[src/rtl/spi_receive_con.sv]
// Multi-line SPI receiver: synchronizes raw clk/cs/data, shifts LINES words MSB first.
// Optional SPI_RX_ERR_COUNT_EN adds a saturating 8-bit aborted-word counter (err_count_out).
module spi_receive_con #(
    parameter int DATA_WIDTH = 16,
    parameter int LINES      = 6
) (
    input  logic                          clk_in,
    input  logic                          rst_in,
    input  logic [LINES-1:0]              chip_data_in,
    input  logic                          chip_clk_in,
    input  logic                          chip_sel_in,
    output logic [LINES*DATA_WIDTH-1:0]   data_out,
    output logic                          data_valid_out,
    output logic                          error_out
`ifdef SPI_RX_ERR_COUNT_EN
    ,
    output logic [7:0]                    err_count_out
`endif
);

    localparam int CW = (DATA_WIDTH > 1) ? $clog2(DATA_WIDTH) : 1;
    localparam logic [CW-1:0] LAST = CW'(DATA_WIDTH - 1);

    typedef enum logic {IDLE, RECEIVE} state_t;

    logic                                r_clk_s1, r_clk_s2, r_clk_s3;
    logic                                r_cs_s1, r_cs_s2, r_cs_s3;
    logic [LINES-1:0]                    r_dat_s1, r_dat_s2;
    logic                                r_clk_rise, r_cs_rise, r_cs_fall;
    logic [LINES-1:0]                    r_bits;
    state_t                              r_state;
    logic [CW-1:0]                       r_cnt;
    logic [LINES-1:0][DATA_WIDTH-1:0]    r_shift;
    logic                                r_word_done;
    logic                                w_last_bit;

    // Identical synchronizer depth on clk, cs and data keeps them delay-matched;
    // the third clk/cs stage is only the previous value for edge detection.
    always_ff @(posedge clk_in or posedge rst_in) begin
        if (rst_in) begin
            r_clk_s1   <= 1'b0;
            r_clk_s2   <= 1'b0;
            r_clk_s3   <= 1'b0;
            r_cs_s1    <= 1'b1;
            r_cs_s2    <= 1'b1;
            r_cs_s3    <= 1'b1;
            r_dat_s1   <= '0;
            r_dat_s2   <= '0;
            r_clk_rise <= 1'b0;
            r_cs_rise  <= 1'b0;
            r_cs_fall  <= 1'b0;
            r_bits     <= '0;
        end else begin
            r_clk_s1   <= chip_clk_in;
            r_clk_s2   <= r_clk_s1;
            r_clk_s3   <= r_clk_s2;
            r_cs_s1    <= chip_sel_in;
            r_cs_s2    <= r_cs_s1;
            r_cs_s3    <= r_cs_s2;
            r_dat_s1   <= chip_data_in;
            r_dat_s2   <= r_dat_s1;
            r_clk_rise <= r_clk_s2 & ~r_clk_s3;
            r_cs_rise  <= r_cs_s2 & ~r_cs_s3;
            r_cs_fall  <= ~r_cs_s2 & r_cs_s3;
            r_bits     <= r_dat_s2;
        end
    end

    assign w_last_bit = r_clk_rise && (r_cnt == LAST);

    always_ff @(posedge clk_in or posedge rst_in) begin
        if (rst_in) begin
            r_state     <= IDLE;
            r_cnt       <= '0;
            r_shift     <= '0;
            r_word_done <= 1'b0;
            error_out   <= 1'b0;
        end else begin
            r_word_done <= 1'b0;
            error_out   <= 1'b0;
            case (r_state)
                IDLE: begin
                    if (r_cs_fall) begin
                        r_state <= RECEIVE;
                        r_cnt   <= '0;
                        r_shift <= '0;
                    end
                end
                RECEIVE: begin
                    if (r_clk_rise) begin
                        for (int i = 0; i < LINES; i++)
                            r_shift[i] <= {r_shift[i][DATA_WIDTH-2:0], r_bits[i]};
                        r_cnt       <= w_last_bit ? '0 : r_cnt + 1'b1;
                        r_word_done <= w_last_bit;
                    end
                    // A word completing on the same cycle as cs rising is not an abort.
                    if (r_cs_rise) begin
                        r_state <= IDLE;
                        if (r_cnt != '0 && !w_last_bit)
                            error_out <= 1'b1;
                    end
                end
                default: r_state <= IDLE;
            endcase
        end
    end

    always_ff @(posedge clk_in or posedge rst_in) begin
        if (rst_in) begin
            data_out       <= '0;
            data_valid_out <= 1'b0;
        end else begin
            data_valid_out <= r_word_done;
            if (r_word_done)
                data_out <= r_shift;
        end
    end

`ifdef SPI_RX_ERR_COUNT_EN
    always_ff @(posedge clk_in or posedge rst_in) begin
        if (rst_in)
            err_count_out <= 8'd0;
        else if (error_out && err_count_out != 8'hFF)
            err_count_out <= err_count_out + 8'd1;
    end
`endif

endmodule

[config.mk]
export PLATFORM = sky130hd
export DESIGN_NAME = spi_receive_con
export DESIGN_NICKNAME = d
export VERILOG_FILES = /design/src/rtl/spi_receive_con.sv
export SDC_FILE = /design/constraint.sdc
export NUM_CORES = 1
export LEC_CHECK = 0
export ABC_AREA = 0
export CORE_MARGIN = 4
export CORE_UTILIZATION = 49
export DETAILED_ROUTE_END_ITERATION = 12
export MAX_ROUTING_LAYER = met4
export PLACE_DENSITY = 0.85
export RECOVER_POWER = 25
export SYNTH_ARGS = -nofsm -noshare
export SYNTH_HDL_FRONTEND = slang
export SYNTH_SLANG_ARGS = --single-unit
[constraint.sdc]
create_clock -name clk_in -period 9.49 [get_ports clk_in]
set_clock_uncertainty 0.15 [all_clocks]
set_input_delay 2.847 -clock clk_in [delete_from_list [all_inputs] [get_ports clk_in]]
set_output_delay 2.847 -clock clk_in [all_outputs]
set_load 0.05 [all_outputs]
* Word-level counts from Yosys, hierarchy flattened *
Cells that the tools add are included.

word-level totals
  flip-flop bits (word level) = 227
  output and inout bits = 98
  word-level logic and storage cells = 55

cells by class
  add/sub/neg operators = 1
  eq/ne operators = 3
  muxes and demuxes = 15
  bitwise operators = 7
  reductions and logical operators = 5

operator list
  kind                                                           number
  96-bit 2-to-1 mux                                              2
  96-bit case mux with 2 select lines                            1
  4-bit 2-to-1 mux                                               3
  4-bit case mux with 2 select lines                             1
  1-bit 2-to-1 mux                                               7
  4-bit by 1-bit adder with 4-bit output, second input constant  1
  4-bit equality test, second input constant                     1
  2-bit != test, second input constant                           2
  1-bit NOT                                                      4
  4-bit nonzero test                                             1
  1-bit AND                                                      3
  1-bit logical AND                                              2
  1-bit case mux with 2 select lines                             1
  2-bit AND reduction                                            1
  1-bit zero test                                                1

* Depth between registers and ports, before layout *
Gate-level depths: netlist of run 1.

  word-level depth = 7
  gate-level depth with buffers = 6
  depth with buffers taken out = 4

* Worst setup path before layout of run 1 *
Ideal clock, no wire load.

  kind = reg-to-output
  from = register data_out[0]
  to = output data_out[0]
  arrival = 598 ps
  required time = 6493 ps
  setup slack = 5895 ps
  cell stages (with the launch flop) = 1
  path buffers = 0
  cells stage by stage = dfrtp_1

RTL lines
  element                 line  RTL
  start, declared         12    output logic [LINES*DATA_WIDTH-1:0] data_out,
  start signal, assigned  115   data_out <= r_shift;

No word-level cell between the ends.

* Worst setup path in the final report of run 1 *
  from = register r_state
  to = register r_shift[89] (netlist name)

between the ends
  longest elaborated chain between the ends = 3

RTL lines
  element                               line  RTL
  start, declared                       31    state_t r_state;
  start signal, assigned                73    r_state <= IDLE;
  start signal, assigned                84    r_state <= RECEIVE;
  start signal, assigned                98    r_state <= IDLE;
  1-bit NOT                             n/a
  2-bit != test (no source line)        n/a
  2-bit AND reduction (no source line)  n/a
  end signal, assigned by index         92    r_shift[i] <= {r_shift[i][DATA_WIDTH-2:0], r_bits[i]};
  end, declared                         33    logic [LINES-1:0][DATA_WIDTH-1:0] r_shift;

Parallel ways exist; a longest one is shown, timed or not.
A chain may end at the register's enable or synchronous reset.

==> metrics.md, run 1 <==
| Metric | Value |
|---|---|
| Unique masters post-synth | 24 |
| Logic pwr share | 4.6% |
| Crit Path Category | reg -> reg |
| Dpl hpwl | 8904 um |
| Post-CTS Setup Inserts | 0 |
| Mean Syn Cell Area | 16.56 sq um |
| Nets | 598 |
| Internal power | 1.650 mW |
| Port bufs | 107 |
| Compound-Gate Fraction of Synth Area | 11.10% |
| Share of the synthesized area in the top cell type | 70.07% |
| Router iterations before antenna repair | 4 |
| CORE AREA | 15940 sq um |
| Syn_nets | 495 |
| Synth Flop Type | dfrtp_1 |
| Worst setup startpoint | r_state |
| Switch share | 21.29% |
| Fin. Hold Viols | 0 |
| Fin Setup TNS | 0 ps |
| Crit end category | register |
| CP Launch Type | register |
| # hold bufs at CTS | 0 |
| DRT met1 WL | 6766 um |
| Fin crit period | 5144 ps |
| Total wire length | 14770 um |
| Clk pwr share | 45.8% |
| Worst-Margin Slew | 5276 ps |
| Maxcap violations | 3 |
| Psw | 0.4464 mW |
| FILL cells | 1168 |
| Worst path cell trace | and2_0, a22o_1 |
| Main area contributors after synthesis | dfrtp_1, mux2_2, a22o_1 |
| Core Util, Final | 62.71% |
| Worst hold-check path type | reg -> reg |
| DRT antenna net count | 0 |
| Largest family of logic cells by synthesized area | multiplexers |
| Slew HR | -251.9% |
| IO Pins | 108 |
| CTS tree | yes |
| Period utilisation layout | 54.20% |
| Crit-path slowest cell | and2_0 |
| Mapped Area | 8000 sq um |
| Number of diodes | 0 |
| Post-route setup slack | 4346 ps |
| Pre-CTS WS | 4011 ps |
| Cell Pwr Density | 209.7 nW/um^2 |
| Final Setup Violations | 0 |
| Post-Synth Adder-Cell Area | 0.3128% |
| Worst-path maximum fanout | 98 |
| Routed length per instance | 18.06 um |
| Async S/R FF share, synth | 100.0% |
| Post-Synth Simple-Gate Area | 1.001% |
| Worst hold slack | 197.8 ps |
| Met2 routed WL | 7099 um |
| Global route overflow | 0 |
| Yosys warning count | 0 |
| Gp weighted congestion | 0.7705 |
| Clock sink count | 227 |
| Post-synth EDFFs | 0 |
| VDD IR max | 132.7 uV |
| Num CTS Buffers | 23 |
| H-Tree Depth | 1 |
| Failing checks | capacitance limit, slew limit |
| Post-CTS sizing | 0 |
| Yosys top cell by area | dfrtp_1 |
| Post-DR vias/cell | 5.472 |
| First-pass GRT wire length | 24780 um |
| RSZ-0062 raised after global routing | no |
| Placed Instance Area | 9190 sq um |
| Top sig layer | met4 |
| Tot GR Track Use | 16.84% |
| CTS Buffer Depth | 3 |
| Initial Util | 50.18% |
| Largest net degree at the start of global routing | 146 |
| CTS clk-pin slew, worst paths | 60 ps |
| Flop and latch count out of synthesis | 227 |
| Initial antenna violation count | 0 |
| HP Start | r_dat_s1[3] |
| Synth Area in XOR/XNOR | 0.1095% |
| Req. time, crit path | 9750 ps |
| Final Max Slew Viols | 222 |
| FP Rows | 46 |
| Layout cells sized above 1 | 23.09% |
| DRT iter0 DRCs | 265 |
| FMAX | 194.4 MHz |
| Mapped Cells | 483 |
| Synth-to-Final Area Change | 24.98% |
| Fraction of the yosys area taken by sequential cells | 71.05% |
| DIE AREA | 18430 sq um |
| Vias in the first global route | 4780 |
| Root Buffer | clkbuf_16 |
| Clock latency on the worst-skew pair | 490 ps |
| Die Y | 135.8 um |
| Met3 WL post-DR | 725 um |
| WP data arrival | 5400 ps |
| Number of remaining DRC errors | 0 |
| Outcome | complete, but fails checks |
| Fin area | 9998 sq um |
| Routed via count | 4476 |
| Die Width | 135.8 um |
| Share of power burned in registers | 49.6% |
| Max stage delay on crit path | 3820 ps |
| R2r startpoint | r_state |
| Mux cell area share after synthesis | 13.79% |
| Leakage power | 4.769 nW |
==> worst max-delay path, delay by kind of cell, from the launching register on <==
| kind | cells | cell delay [ps] |
|---|---|---|
| AOI/OAI and AO/OA | 1 | 540 |
| DFF | 1 | 520 |
| and+or+nand+nor | 1 | 3820 |
==> per-stage QoR <==
step | total power [mW] | instances
final | 2.097 | 818
after global routing | 2.178 | 818
after CTS | 2.118 | 818
after detailed placement | 1.155 | 777
after global placement | 1.147 | 777
after floorplan | 1.127 | 483
==> sequential cells by signal, indices dropped and copies added, names as in the netlist, 4 cells and up <==
register and cells:
r_dat_s1 6, r_cnt 4, r_bits 6, r_shift 96, data_out 96, r_dat_s2 6
==> cells by family (layout without fill, tap and decap cells) <==
family,count (synthesis),count (layout)
XOR/XNOR,1,1
AND/OR/NAND/NOR,16,16
flip-flops,227,227
multiplexers,97,97
adder cells (fa/ha/maj),2,2
AO/OA/AOI/OAI,103,103
buffers and inverters,37,156
==> metal layers <==
metal,track usage [%],vias up
li1,-,1969
met1,23.53,2367
met2,26.69,118
met3,2.786,22
met4,3.359,0
met5,-,-
==> final cells by class <==
| cell class | count | area (sq um) | area share (%) |
|---|---|---|---|
| clock buffer | 34 | 686.9 | 6.870 |
| clock inverter | 7 | 135.1 | 1.352 |
| multi-input combinational | 219 | 2106 | 21.06 |
| inverter | 4 | 22.52 | 0.2253 |
| sequential | 227 | 5684 | 56.85 |
| tap | 216 | 270.3 | 2.703 |
| timing repair buffer | 111 | 1094 | 10.94 |
==> layout by cell type, fill, tap and decap left out, types with 2 or more instances in the layout <==
| cell type | synthesis | routed |
|---|---|---|
| a22o_1 | 97 | 97 |
| clkinv_2 | 0 | 3 |
| inv_1 | 4 | 3 |
| dfrtp_1 | 224 | 224 |
| dfstp_2 | 3 | 2 |
| nor2_1 | 2 | 2 |
| bufinv_16 | 0 | 4 |
| clkbuf_1 | 0 | 6 |
| ha_1 | 2 | 2 |
| mux2_2 | 96 | 96 |
| nand2_1 | 6 | 6 |
| and2_0 | 0 | 2 |
| clkbuf_16 | 0 | 23 |
| buf_4 | 2 | 2 |
| nor2b_1 | 3 | 3 |
| clkbuf_8 | 0 | 7 |
| clkdlybuf4s50_1 | 0 | 107 |
==> power groups by stage <==
stage,Combinational (mW),Sequential [mW],Clock [mW]
floorplan,0.0814,1.05,0
global placement,0.0942,1.05,0
detailed placement,0.0997,1.06,0
CTS,0.0998,1.04,0.979
global route,0.110,1.04,1.02
finish,0.0973,1.04,0.960
==> cells in the mapped netlist (2+ instances only) <==
| cell | number |
|---|---|
| nor2b_1 | 3 |
| inv_1 | 4 |
| buf_4 | 2 |
| dfstp_2 | 3 |
| mux2_2 | 96 |
| ha_1 | 2 |
| a22o_1 | 97 |
| buf_2 | 27 |
| and2_1 | 2 |
| buf_6 | 4 |
| nor2_1 | 2 |
| dfrtp_1 | 224 |
| nand2_1 | 6 |
==> final timing paths <==
check                          endpoint  slack, ps  cells after the start
hold / removal              r_dat_s2[3]        200                      0
setup / recovery            r_shift[89]       4350                      2
setup reg to reg            r_shift[89]       4350                      2
min in group asynchronous  data_out[57]       2840                      2
max in group asynchronous   r_shift[59]       4750                      3
hold reg to reg             r_dat_s2[3]        200                      0
Note: power is estimated with default switching activity, not from simulation.
==> inputs of run 2 (changes only) <==
==> constraint.sdc (replaced) <==
create_clock -name clk_in -period 4.5 [get_ports clk_in]
set_clock_uncertainty 0.15 [all_clocks]
set_input_delay 1.35 -clock clk_in [delete_from_list [all_inputs] [get_ports clk_in]]
set_output_delay 1.35 -clock clk_in [all_outputs]
set_load 0.05 [all_outputs]
==> run 2 against run 1 <==
  * The flow still finishes with violations (capacitance limit, slew limit)
  * Critical path depth did not move
  * Fmax rose by 51%
  * Cell area fell by 0.70%
  * Routed wire length fell by 1.6%
  * Cell count rose by 0.49%
  * Non-clock buffer count rose by 4
  * Sequential cell count did not move
  * Via count fell by 0.74%
  * First-iteration DRC count fell by 24%
  * Global-route usage fell by 0.44 points
==> metrics.md, run 2 (synthesis gave the netlist of run 1 again) <==
| Metric | Value |
|---|---|
| IO Pins | 108 (unchanged) |
| Crit-path slowest cell | dfrtp_1 |
| Die Y | 135.8 um (unchanged) |
| Root Buffer | clkbuf_16 |
| First-pass GRT wire length | 24020 um (-3.1%) |
| DRT antenna net count | 0 (unchanged) |
| Number of diodes | 0 (unchanged) |
| CTS clk-pin slew, worst paths | 60 ps (about the same) |
| Synth-to-Final Area Change | 24.10% |
| Dpl hpwl | 9098 um (+2.2%) |
| Initial Util | 50.18% (unchanged) |
| Cell Pwr Density | 416.4 nW/um^2 (+99%) |
| Post-DR vias/cell | 5.405 (-1.2%) |
| RSZ-0062 raised after global routing | no |
| Pre-CTS WS | 1612 ps (-2399 ps) |
| Crit end category | register |
| Period utilisation layout | 75.65% (+21 points) |
| WP data arrival | 3620 ps (-1780 ps) |
| CP Launch Type | register |
| FMAX | 293.8 MHz (+51%) |
| Final Max Slew Viols | 133 (-40%) |
| VDD IR max | 336.3 uV (+150%) |
| Die Width | 135.8 um (unchanged) |
| DRT iter0 DRCs | 202 (-24%) |
| Placed Instance Area | 9254 sq um (+0.69%) |
| Req. time, crit path | 4720 ps (-5030 ps) |
| Failing checks | capacitance limit, slew limit |
| Clock latency on the worst-skew pair | 480 ps (about the same) |
| Vias in the first global route | 4700 (-1.7%) |
| # hold bufs at CTS | 0 (unchanged) |
| Leakage power | 4.739 nW (-0.63%) |
| Port bufs | 107 (unchanged) |
| Fin. Hold Viols | 0 (unchanged) |
| Biggest regs | data_out: 96 flops, r_shift: 96 flops |
| Max stage delay on crit path | 2000 ps (-1820 ps) |
| Slew HR | -64.22% (+190 points) |
| Crit Path Category | reg -> reg |
| Total wire length | 14540 um (-1.6%) |
| Fin area | 9928 sq um (-0.70%) |
| Post-route setup slack | 1096 ps (-3251 ps) |
| Routed via count | 4443 (-0.74%) |
| CTS tree | yes |
| Global route overflow | 0 (unchanged) |
| Initial antenna violation count | 0 (unchanged) |
| Fin crit period | 3404 ps (-1739 ps) |
| Num CTS Buffers | 23 (unchanged) |
| CTS Buffer Depth | 3 (unchanged) |
| H-Tree Depth | 1 (unchanged) |
| Flop-to-flop setup slack | 1100 ps (-3250 ps) |
| Most common cell after layout, fill and taps aside | dfrtp_1 |
| Final Setup Violations | 0 (unchanged) |
| Worst-path maximum fanout | 60 (-39%) |
| Worst path cell trace | buf_4, mux2_2 |
| FP Rows | 46 (unchanged) |
| Nets | 602 (+0.67%) |
| Layout cells sized above 1 | 23.10% (about the same) |
| Worst hold-check path type | reg -> reg |
| Router iterations before antenna repair | 4 (unchanged) |
| Maxcap violations | 3 (unchanged) |
| Post-CTS sizing | 0 (unchanged) |
| Fin Setup TNS | 0 ps (unchanged) |
| Post-CTS Setup Inserts | 0 (unchanged) |
| Routed length per instance | 17.68 um (-2.1%) |
| Worst-Margin Slew | 2463 ps (-2813 ps) |
| Largest net degree at the start of global routing | 99 (-32%) |
| Outcome | complete, but fails checks |
| CORE AREA | 15940 sq um (unchanged) |
| Gp weighted congestion | 0.7445 (-3.4%) |
| DIE AREA | 18430 sq um (unchanged) |
| Number of remaining DRC errors | 0 (unchanged) |
| Tot GR Track Use | 16.40% (-0.44 points) |
| Clock sink count | 227 (unchanged) |
| Most frequent cells in the layout | dfrtp_1, clkdlybuf4s50_1, a22o_1, mux2_2, clkbuf_16 |
## run 2: worst paths after layout
| path | cells past startpoint | startpoint | to |
|---|---|---|---|
| setup / recovery | 2 | r_word_done | data_out[34] |
| hold / removal | 0 | r_clk_s1 | r_clk_s2 |
| setup reg to reg | 2 | r_word_done | data_out[34] |
| hold reg to reg | 0 | r_clk_s1 | r_clk_s2 |
| max in group asynchronous | 3 | rst_in | r_shift[95] |
| min in group asynchronous | 2 | rst_in | data_out[22] |
## run 2: power by group
group | leakage (nW) | internal [mW] | total [mW] | switching [mW]
logic | 1.31 | 0.0820 | 0.212 | 0.130
registers | 3.09 | 2.12 | 2.19 | 0.0720
clock network | 0.341 | 1.01 | 1.73 | 0.718
total | 4.74 | 3.21 | 4.13 | 0.921
## run 2: layer usage
layer  track usage (%)  vias to the layer above  wire (um)
met1             22.94                     2331       6604
met3             2.823                       21        634
met5                 -                        -          0
met4             3.751                        0        185
met2             25.64                      105       7112
li1                  -                     1986          -
## run 2: critical path, delay by kind of cell, from the launching register on
family | cells | cell delay, ps
flops | 1 | 2000
buf+inv | 1 | 670
mux | 1 | 400
## run 2: final cells by class
type | count | area, sq um
flip-flops and latches | 227 | 5684
well taps | 216 | 270.3
fillers | 1176 | 6015
clock buffers | 35 | 660.6
clock inverters | 6 | 32.53
inverters | 4 | 16.27
repair buffers | 115 | 1165
multi-input cells | 219 | 2100
## run 2: metrics by stage
| stage | hold slack (ps) | instances | util (%) | total power [mW] |
|---|---|---|---|---|
| 2_1_floorplan | 181.2 | 483 | - | 2.378 |
| 3_3_place_gp | 181.4 | 781 | 58.04 | 2.427 |
| 3_5_place_dp | 184.7 | 781 | 58.04 | 2.448 |
| 4_1_cts | 198.2 | 822 | 62.39 | 4.191 |
| 5_1_grt | 200.1 | 822 | 62.27 | 4.300 |
| 6_report | 196.5 | 822 | 62.27 | 4.134 |
